`config.mk`:
```
export PLATFORM = sky130hd
export DESIGN_NAME = alu_scheduler_flat
export DESIGN_NICKNAME = d
export VERILOG_FILES = /design/src/rtl/alu_scheduler_if.sv /design/src/rtl/alu_scheduler.sv /design/src/flat_wrapper.sv
export SDC_FILE = /design/constraint.sdc
export NUM_CORES = 1
export LEC_CHECK = 0
export BUFFER_PORTS_ARGS = -buffer_cell sky130_fd_sc_hd__buf_2
export CAP_MARGIN = 20
export CORE_AREA = 2 2 109 111
export DETAILED_ROUTE_END_ITERATION = 16
export DIE_AREA = 0 0 111 113
export MAX_ROUTING_LAYER = met4
export PLACE_DENSITY_LB_ADDON = 0.2
export SYNTH_ARGS = -nofsm -noshare
export SYNTH_HDL_FRONTEND = slang
export SYNTH_SLANG_ARGS = --single-unit
```
`constraint.sdc`:
```
create_clock -name clk -period 3.08 [get_ports clk]
set_input_delay 0.924 -clock clk [delete_from_list [all_inputs] [get_ports clk]]
set_output_delay 0.924 -clock clk [all_outputs]
set_load 0.05 [all_outputs]
```
`src/rtl/alu_scheduler_if.sv`:
```
// Bus bundle for alu_scheduler: two requester ports, the shared ALU port and
// the response port. The slave modport is the scheduler's view. The master
// modport is the view of the surrounding environment (requesters, ALU, consumer).
interface alu_scheduler_if #(
  parameter int DATA_W = 32
);
  logic              req0_valid;
  logic              req0_ready;
  logic [DATA_W-1:0] req0_a;
  logic [DATA_W-1:0] req0_b;
  logic [4:0]        req0_op;

  logic              req1_valid;
  logic              req1_ready;
  logic [DATA_W-1:0] req1_a;
  logic [DATA_W-1:0] req1_b;
  logic [4:0]        req1_op;

  logic [DATA_W-1:0] alu_a;
  logic [DATA_W-1:0] alu_b;
  logic [4:0]        alu_op;
  logic [DATA_W-1:0] alu_result;
  logic              alu_zero;
  logic              alu_negative;

  logic              rsp_valid;
  logic              rsp_ready;
  logic              rsp_id;
  logic [DATA_W-1:0] rsp_result;
  logic              rsp_zero;
  logic              rsp_negative;
  logic              rsp_err;

  modport slave (
    input  req0_valid, req0_a, req0_b, req0_op,
    output req0_ready,
    input  req1_valid, req1_a, req1_b, req1_op,
    output req1_ready,
    output alu_a, alu_b, alu_op,
    input  alu_result, alu_zero, alu_negative,
    output rsp_valid, rsp_id, rsp_result, rsp_zero, rsp_negative, rsp_err,
    input  rsp_ready
  );

  modport master (
    output req0_valid, req0_a, req0_b, req0_op,
    input  req0_ready,
    output req1_valid, req1_a, req1_b, req1_op,
    input  req1_ready,
    input  alu_a, alu_b, alu_op,
    output alu_result, alu_zero, alu_negative,
    input  rsp_valid, rsp_id, rsp_result, rsp_zero, rsp_negative, rsp_err,
    output rsp_ready
  );
endinterface

```
`src/rtl/alu_scheduler.sv`:
```
// alu_scheduler: shares one combinational ALU between two requesters.
// One operation is in flight at a time:
//   IDLE (grant and latch), then EXEC (ALU evaluates latched operands),
//   then RESP (hold the response until it is consumed).
// Optional build macro ALU_SCHED_FIXED_PRIO_EN makes requester 0 win every
// tie. Without it, ties alternate round-robin against the last grant.
module alu_scheduler #(
  parameter int DATA_W = 32
) (
  input  logic          clk,
  input  logic          rst_n,
  alu_scheduler_if.slave bus
);

  localparam logic [1:0] S_IDLE = 2'd0;
  localparam logic [1:0] S_EXEC = 2'd1;
  localparam logic [1:0] S_RESP = 2'd2;

  // Highest opcode the ALU implements; anything above is reported as an error
  localparam logic [4:0] OP_MAX = 5'd6;

  logic [1:0]        state_q, state_d;
  logic [DATA_W-1:0] alu_a_q, alu_a_d;
  logic [DATA_W-1:0] alu_b_q, alu_b_d;
  logic [4:0]        alu_op_q, alu_op_d;
  logic              rsp_id_q, rsp_id_d;
  logic [DATA_W-1:0] rsp_result_q, rsp_result_d;
  logic              rsp_zero_q, rsp_zero_d;
  logic              rsp_negative_q, rsp_negative_d;
  logic              rsp_err_q, rsp_err_d;
`ifndef ALU_SCHED_FIXED_PRIO_EN
  logic              last_grant_q, last_grant_d;
`endif

  logic grant_any;
  logic grant_id;

  // Arbitration: pick the requester served when the scheduler is idle
  always_comb begin
    grant_any = (state_q == S_IDLE) && (bus.req0_valid || bus.req1_valid);
`ifdef ALU_SCHED_FIXED_PRIO_EN
    grant_id  = ~bus.req0_valid;
`else
    if (bus.req0_valid && bus.req1_valid) begin
      grant_id = ~last_grant_q;
    end else begin
      grant_id = ~bus.req0_valid;
    end
`endif
  end

  assign bus.req0_ready   = grant_any && !grant_id;
  assign bus.req1_ready   = grant_any &&  grant_id;

  assign bus.alu_a        = alu_a_q;
  assign bus.alu_b        = alu_b_q;
  assign bus.alu_op       = alu_op_q;

  assign bus.rsp_valid    = (state_q == S_RESP);
  assign bus.rsp_id       = rsp_id_q;
  assign bus.rsp_result   = rsp_result_q;
  assign bus.rsp_zero     = rsp_zero_q;
  assign bus.rsp_negative = rsp_negative_q;
  assign bus.rsp_err      = rsp_err_q;

  // Next-state logic: latch on accept, capture ALU outputs leaving EXEC, wait for consumer in RESP
  always_comb begin
    state_d        = state_q;
    alu_a_d        = alu_a_q;
    alu_b_d        = alu_b_q;
    alu_op_d       = alu_op_q;
    rsp_id_d       = rsp_id_q;
    rsp_result_d   = rsp_result_q;
    rsp_zero_d     = rsp_zero_q;
    rsp_negative_d = rsp_negative_q;
    rsp_err_d      = rsp_err_q;
`ifndef ALU_SCHED_FIXED_PRIO_EN
    last_grant_d   = last_grant_q;
`endif

    case (state_q)
      S_IDLE: begin
        if (grant_any) begin
          state_d  = S_EXEC;
          alu_a_d  = grant_id ? bus.req1_a  : bus.req0_a;
          alu_b_d  = grant_id ? bus.req1_b  : bus.req0_b;
          alu_op_d = grant_id ? bus.req1_op : bus.req0_op;
          rsp_id_d = grant_id;
`ifndef ALU_SCHED_FIXED_PRIO_EN
          last_grant_d = grant_id;
`endif
        end
      end
      S_EXEC: begin
        state_d = S_RESP;
        if (alu_op_q > OP_MAX) begin
          // Unsupported opcode: ALU outputs are meaningless, report a clean error
          rsp_result_d   = '0;
          rsp_zero_d     = 1'b1;
          rsp_negative_d = 1'b0;
          rsp_err_d      = 1'b1;
        end else begin
          rsp_result_d   = bus.alu_result;
          rsp_zero_d     = bus.alu_zero;
          rsp_negative_d = bus.alu_negative;
          rsp_err_d      = 1'b0;
        end
      end
      S_RESP: begin
        if (bus.rsp_ready) begin
          state_d = S_IDLE;
        end
      end
      default: begin
        state_d = S_IDLE;
      end
    endcase
  end

  // State registers; reset abandons any in-flight operation
  always_ff @(posedge clk or negedge rst_n) begin
    if (!rst_n) begin
      state_q        <= S_IDLE;
      alu_a_q        <= '0;
      alu_b_q        <= '0;
      alu_op_q       <= '0;
      rsp_id_q       <= 1'b0;
      rsp_result_q   <= '0;
      rsp_zero_q     <= 1'b0;
      rsp_negative_q <= 1'b0;
      rsp_err_q      <= 1'b0;
`ifndef ALU_SCHED_FIXED_PRIO_EN
      last_grant_q   <= 1'b1;
`endif
    end else begin
      state_q        <= state_d;
      alu_a_q        <= alu_a_d;
      alu_b_q        <= alu_b_d;
      alu_op_q       <= alu_op_d;
      rsp_id_q       <= rsp_id_d;
      rsp_result_q   <= rsp_result_d;
      rsp_zero_q     <= rsp_zero_d;
      rsp_negative_q <= rsp_negative_d;
      rsp_err_q      <= rsp_err_d;
`ifndef ALU_SCHED_FIXED_PRIO_EN
      last_grant_q   <= last_grant_d;
`endif
    end
  end

endmodule

```
`src/flat_wrapper.sv`:
```
// flat-port wrapper written by rule: the top's interface ports become plain ports
module alu_scheduler_flat 
#(
  parameter int DATA_W = 32
)
  (clk, rst_n, bus_req0_valid, bus_req0_a, bus_req0_b, bus_req0_op, bus_req0_ready, bus_req1_valid, bus_req1_a, bus_req1_b, bus_req1_op, bus_req1_ready, bus_alu_a, bus_alu_b, bus_alu_op, bus_alu_result, bus_alu_zero, bus_alu_negative, bus_rsp_valid, bus_rsp_id, bus_rsp_result, bus_rsp_zero, bus_rsp_negative, bus_rsp_err, bus_rsp_ready);
  alu_scheduler_if #(.DATA_W(DATA_W)) bus_i ();
  input  logic clk;
  input  logic rst_n;
  input wire logic [$bits(bus_i.req0_valid)-1:0] bus_req0_valid;
  input wire logic [$bits(bus_i.req0_a)-1:0] bus_req0_a;
  input wire logic [$bits(bus_i.req0_b)-1:0] bus_req0_b;
  input wire logic [$bits(bus_i.req0_op)-1:0] bus_req0_op;
  output wire logic [$bits(bus_i.req0_ready)-1:0] bus_req0_ready;
  input wire logic [$bits(bus_i.req1_valid)-1:0] bus_req1_valid;
  input wire logic [$bits(bus_i.req1_a)-1:0] bus_req1_a;
  input wire logic [$bits(bus_i.req1_b)-1:0] bus_req1_b;
  input wire logic [$bits(bus_i.req1_op)-1:0] bus_req1_op;
  output wire logic [$bits(bus_i.req1_ready)-1:0] bus_req1_ready;
  output wire logic [$bits(bus_i.alu_a)-1:0] bus_alu_a;
  output wire logic [$bits(bus_i.alu_b)-1:0] bus_alu_b;
  output wire logic [$bits(bus_i.alu_op)-1:0] bus_alu_op;
  input wire logic [$bits(bus_i.alu_result)-1:0] bus_alu_result;
  input wire logic [$bits(bus_i.alu_zero)-1:0] bus_alu_zero;
  input wire logic [$bits(bus_i.alu_negative)-1:0] bus_alu_negative;
  output wire logic [$bits(bus_i.rsp_valid)-1:0] bus_rsp_valid;
  output wire logic [$bits(bus_i.rsp_id)-1:0] bus_rsp_id;
  output wire logic [$bits(bus_i.rsp_result)-1:0] bus_rsp_result;
  output wire logic [$bits(bus_i.rsp_zero)-1:0] bus_rsp_zero;
  output wire logic [$bits(bus_i.rsp_negative)-1:0] bus_rsp_negative;
  output wire logic [$bits(bus_i.rsp_err)-1:0] bus_rsp_err;
  input wire logic [$bits(bus_i.rsp_ready)-1:0] bus_rsp_ready;
  assign bus_i.req0_valid = bus_req0_valid;
  assign bus_i.req0_a = bus_req0_a;
  assign bus_i.req0_b = bus_req0_b;
  assign bus_i.req0_op = bus_req0_op;
  assign bus_req0_ready = bus_i.req0_ready;
  assign bus_i.req1_valid = bus_req1_valid;
  assign bus_i.req1_a = bus_req1_a;
  assign bus_i.req1_b = bus_req1_b;
  assign bus_i.req1_op = bus_req1_op;
  assign bus_req1_ready = bus_i.req1_ready;
  assign bus_alu_a = bus_i.alu_a;
  assign bus_alu_b = bus_i.alu_b;
  assign bus_alu_op = bus_i.alu_op;
  assign bus_i.alu_result = bus_alu_result;
  assign bus_i.alu_zero = bus_alu_zero;
  assign bus_i.alu_negative = bus_alu_negative;
  assign bus_rsp_valid = bus_i.rsp_valid;
  assign bus_rsp_id = bus_i.rsp_id;
  assign bus_rsp_result = bus_i.rsp_result;
  assign bus_rsp_zero = bus_i.rsp_zero;
  assign bus_rsp_negative = bus_i.rsp_negative;
  assign bus_rsp_err = bus_i.rsp_err;
  assign bus_i.rsp_ready = bus_rsp_ready;
  alu_scheduler #(.DATA_W(DATA_W)) u_core (.clk(clk), .rst_n(rst_n), .bus(bus_i));
endmodule
```
==> results.py <==
metrics = {
    "status": {
        "status": "complete, no violations",
    },
    "clock_network": {
        "clkSinkCount": 108,
        "clk_latency_ns": 0.34,
        "post_cts_buffers": 0,
        "clock_path_buffers": 2,
        "cts_tree": "yes",
        "post_cts_resized": 0,
        "holdBufCountCts": 0,
        "root_buffer": "clkbuf_16",
        "clk_pin_slew_worst_paths_ns": 0.07,
        "cts_made_buffers": 9,
        "cts_max_level": 3,
    },
    "sta": {
        "fmax_mhz": 402,
        "rsz0062_at_grt": "no",
        "hold_violations": 0,
        "max-slew-margin-rel_pct": 48.1,
        "finalMaxSlewViolations": 0,
        "min_period_ns": 2.49,
        "setup_tns_ns": 0,
        "min_period_over_period_pct": 80.7,
        "final.setup_skew_ns": 0.00874,
        "tightest_slew_ns": 0.778,
        "holdWs_ns": 0.496,
        "setup-violations-final": 0,
    },
    "global_routing": {
        "grt_pass1_wl_um": 21700,
        "grt_max_degree": 72,
        "grt_pass1_vias": 4202,
        "antenna_found_initial": 1,
        "grt_usage_pct": 22.4,
        "grt-ovfl-total": 0,
    },
    "synthesis": {
        "ys_seq_elements": 108,
        "synth_area_per_cell_um2": 13.4,
        "synth_flop_cell": "dfrtp_1",
        "synth.distinct_cells": 21,
        "synth.net_count": 517,
        "synth.most_common_cell": "dfrtp_1",
        "synth_common_cells": "dfrtp_1, a221o_1, o21a_1, a22o_1, clkbuf_1",
        "synth_top_area_share_pct": 58.8,
        "synth_edf_count": 0,
        "synth-warning-count": 0,
        "syn_inst": 340,
        "async_reset_ff_share_pct": 100,
        "seq_area_frac_synth_pct": 59.3,
        "synth_area_leaders": "dfrtp_1, a221o_1, o21a_1",
        "syn_area_um2": 4560,
        "synth_top_area_cell": "dfrtp_1",
    },
    "worst_setup_path": {
        "critPathMaxStageDelay_ns": 0.26,
        "critPathKind": "in -> out",
        "crit_required_ns": 2.16,
        "cp_slowest_cell": "buf_2",
        "start_kind": "input port",
        "cp_num_buf_inv": 2,
        "crit_family": "buffers and inverters",
        "crit_fanout": 4,
        "cp_common_cell": "buf_2",
        "crit_chain": "buf_2 -> nand2b_1 -> and3_2 -> buf_2",
        "crit_path_end_kind": "output pin",
        "cp.arrival_ns": 1.56,
    },
    "flow_run": {
        "cap_violations": 0,
    },
    "placed_design": {
        "place_area_um2": 6040,
        "dp_hpwl_um": 9830,
        "place_congestion": 0.849,
        "portBuffers": 284,
    },
    "floorplan": {
        "pin_count": 285,
        "fp.dieArea_um2": 12500,
        "core_um2": 11300,
        "start_util_pct": 40.4,
        "rows": 39,
        "die_h_um": 113,
        "die_w_um": 111,
    },
    "layout": {
        "fin_util_pct": 56.4,
        "fillCellCount": 967,
        "nets": 782,
        "area_growth_pct": 39.6,
        "stdcell_area_um2": 6360,
        "drive_above_1_share_pct": 51.3,
    },
    "route": {
        "postRouteAntennaNets": 0,
        "routed_wirelength_um": 13800,
        "wl_per_cell_um": 18.4,
        "vias": 4056,
        "dr.first_iter.drc_count": 265,
        "routed_via_density": 5.38,
        "drt_first_pass_iters": 4,
        "drcViolationCount": 0,
    },
    "power": {
        "switching_share_pct": 49.7,
        "pwr-share-comb_pct": 56.5,
        "leakage_nw": 3.34,
        "power.switching_w": 0.00412,
        "power.density_nw_per_um2": 1300,
        "p_int_w": 0.00416,
        "p_clk_share_pct": 14.7,
        "ir_worst_vdd_mv": 0.605,
        "power_frac_seq_pct": 28.8,
    },
    "hold_path": {
        "hold_class": "reg -> reg",
    },
}
==> sequential cells by signal, summed over array words and instances, names as in the netlist <==
name	cells
u_core.bus.rsp_id	1
u_core.state_q	2
u_core.bus.rsp_negative	1
u_core.bus.alu_op	5
u_core.bus.rsp_result	32
u_core.bus.alu_a	32
u_core.bus.alu_b	32
u_core.last_grant_q	1
u_core.bus.rsp_zero	1
u_core.bus.rsp_err	1
==> worst register-to-register path, stage by stage (launching register included) <==
cell	delay [ns]
dfrtp_1	0.41
or2_2	0.60
buf_4	0.38
o21a_1	0.23
a221o_1	0.26
==> power by group through the flow <==
stage	registers [W]	clock network [W]	logic, W
after global routing	0.00246	0.00132	0.00493
after floorplan	0.00440	0	0.00165
after detailed placement	0.00239	0	0.00471
after CTS	0.00239	0.00126	0.00472
after global placement	0.00239	0	0.00466
final	0.00239	0.00122	0.00468
==> area by class of cell <==
class                           instances  area [um2]  share of cell area (%)
Inverter                                3        11.3                   0.177
Sequential cell                       108        2700                    42.5
Clock inverter                          4        72.6                    1.14
Tap cell                              143         179                    2.81
Antenna cell                            1        2.50                  0.0393
Timing Repair Buffer                  292        1510                    23.7
Multi-Input combinational cell        191        1640                    25.7
Clock buffer                           12         246                    3.88
==> per-layer routing <==
layer / up-vias / GRT usage (%) / part of all wire [%]
met5: - / - / 0
met4: 0 / 6.67 / 1.3
met3: 10 / 5.46 / 7.4
met2: 207 / 37.5 / 50
met1: 1957 / 27.2 / 41
li1: 1882 / - / -
==> cells in the final DEF (no fill, tap or decap), types with 3 or more instances in the layout <==
cell type and n:
o21a_1 69, inv_1 3, a22o_1 33, dfrtp_1 107, buf_4 7, a221o_1 69, clkbuf_16 9, buf_2 283
nor2_1 4
==> final timing paths <==
kind / slack, ns / endpoint / cells after the start / startpoint
max: 0.59 / bus_req0_ready / 4 / bus_req1_valid
min: 0.50 / u_core.bus.rsp_id$_DFFE_PN0P_ / 1 / u_core.bus.rsp_id$_DFFE_PN0P_
max reg2reg: 1.08 / u_core.bus.alu_a[20]$_DFFE_PN0P_ / 4 / u_core.state_q[1]$_DFFE_PN0P_
min reg2reg: 0.50 / u_core.bus.rsp_id$_DFFE_PN0P_ / 1 / u_core.bus.rsp_id$_DFFE_PN0P_
max in group asynchronous: 1.89 / u_core.bus.alu_a[3]$_DFFE_PN0P_ / 2 / rst_n
min in group asynchronous: 0.51 / u_core.bus.rsp_result[21]$_DFFE_PN0N_ / 1 / rst_n
==> per-stage QoR <==
stage	instances	setup slack, ns	total power [W]
after CTS	753	0.589	0.00836
final	754	0.593	0.00828
after floorplan	340	0.276	0.00605
after global routing	754	0.561	0.00870
after global placement	737	0.599	0.00705
after detailed placement	737	0.595	0.00710
==> cell families after synthesis <==
kind of cell	Yosys count	synth area share, %
flip-flops	108	59.3
buffers and inverters	41	5.00
AND/OR/NAND/NOR	15	2.14
AO/OA/AOI/OAI	176	33.5
No activity file was read; power rests on OpenSTA's default activity.
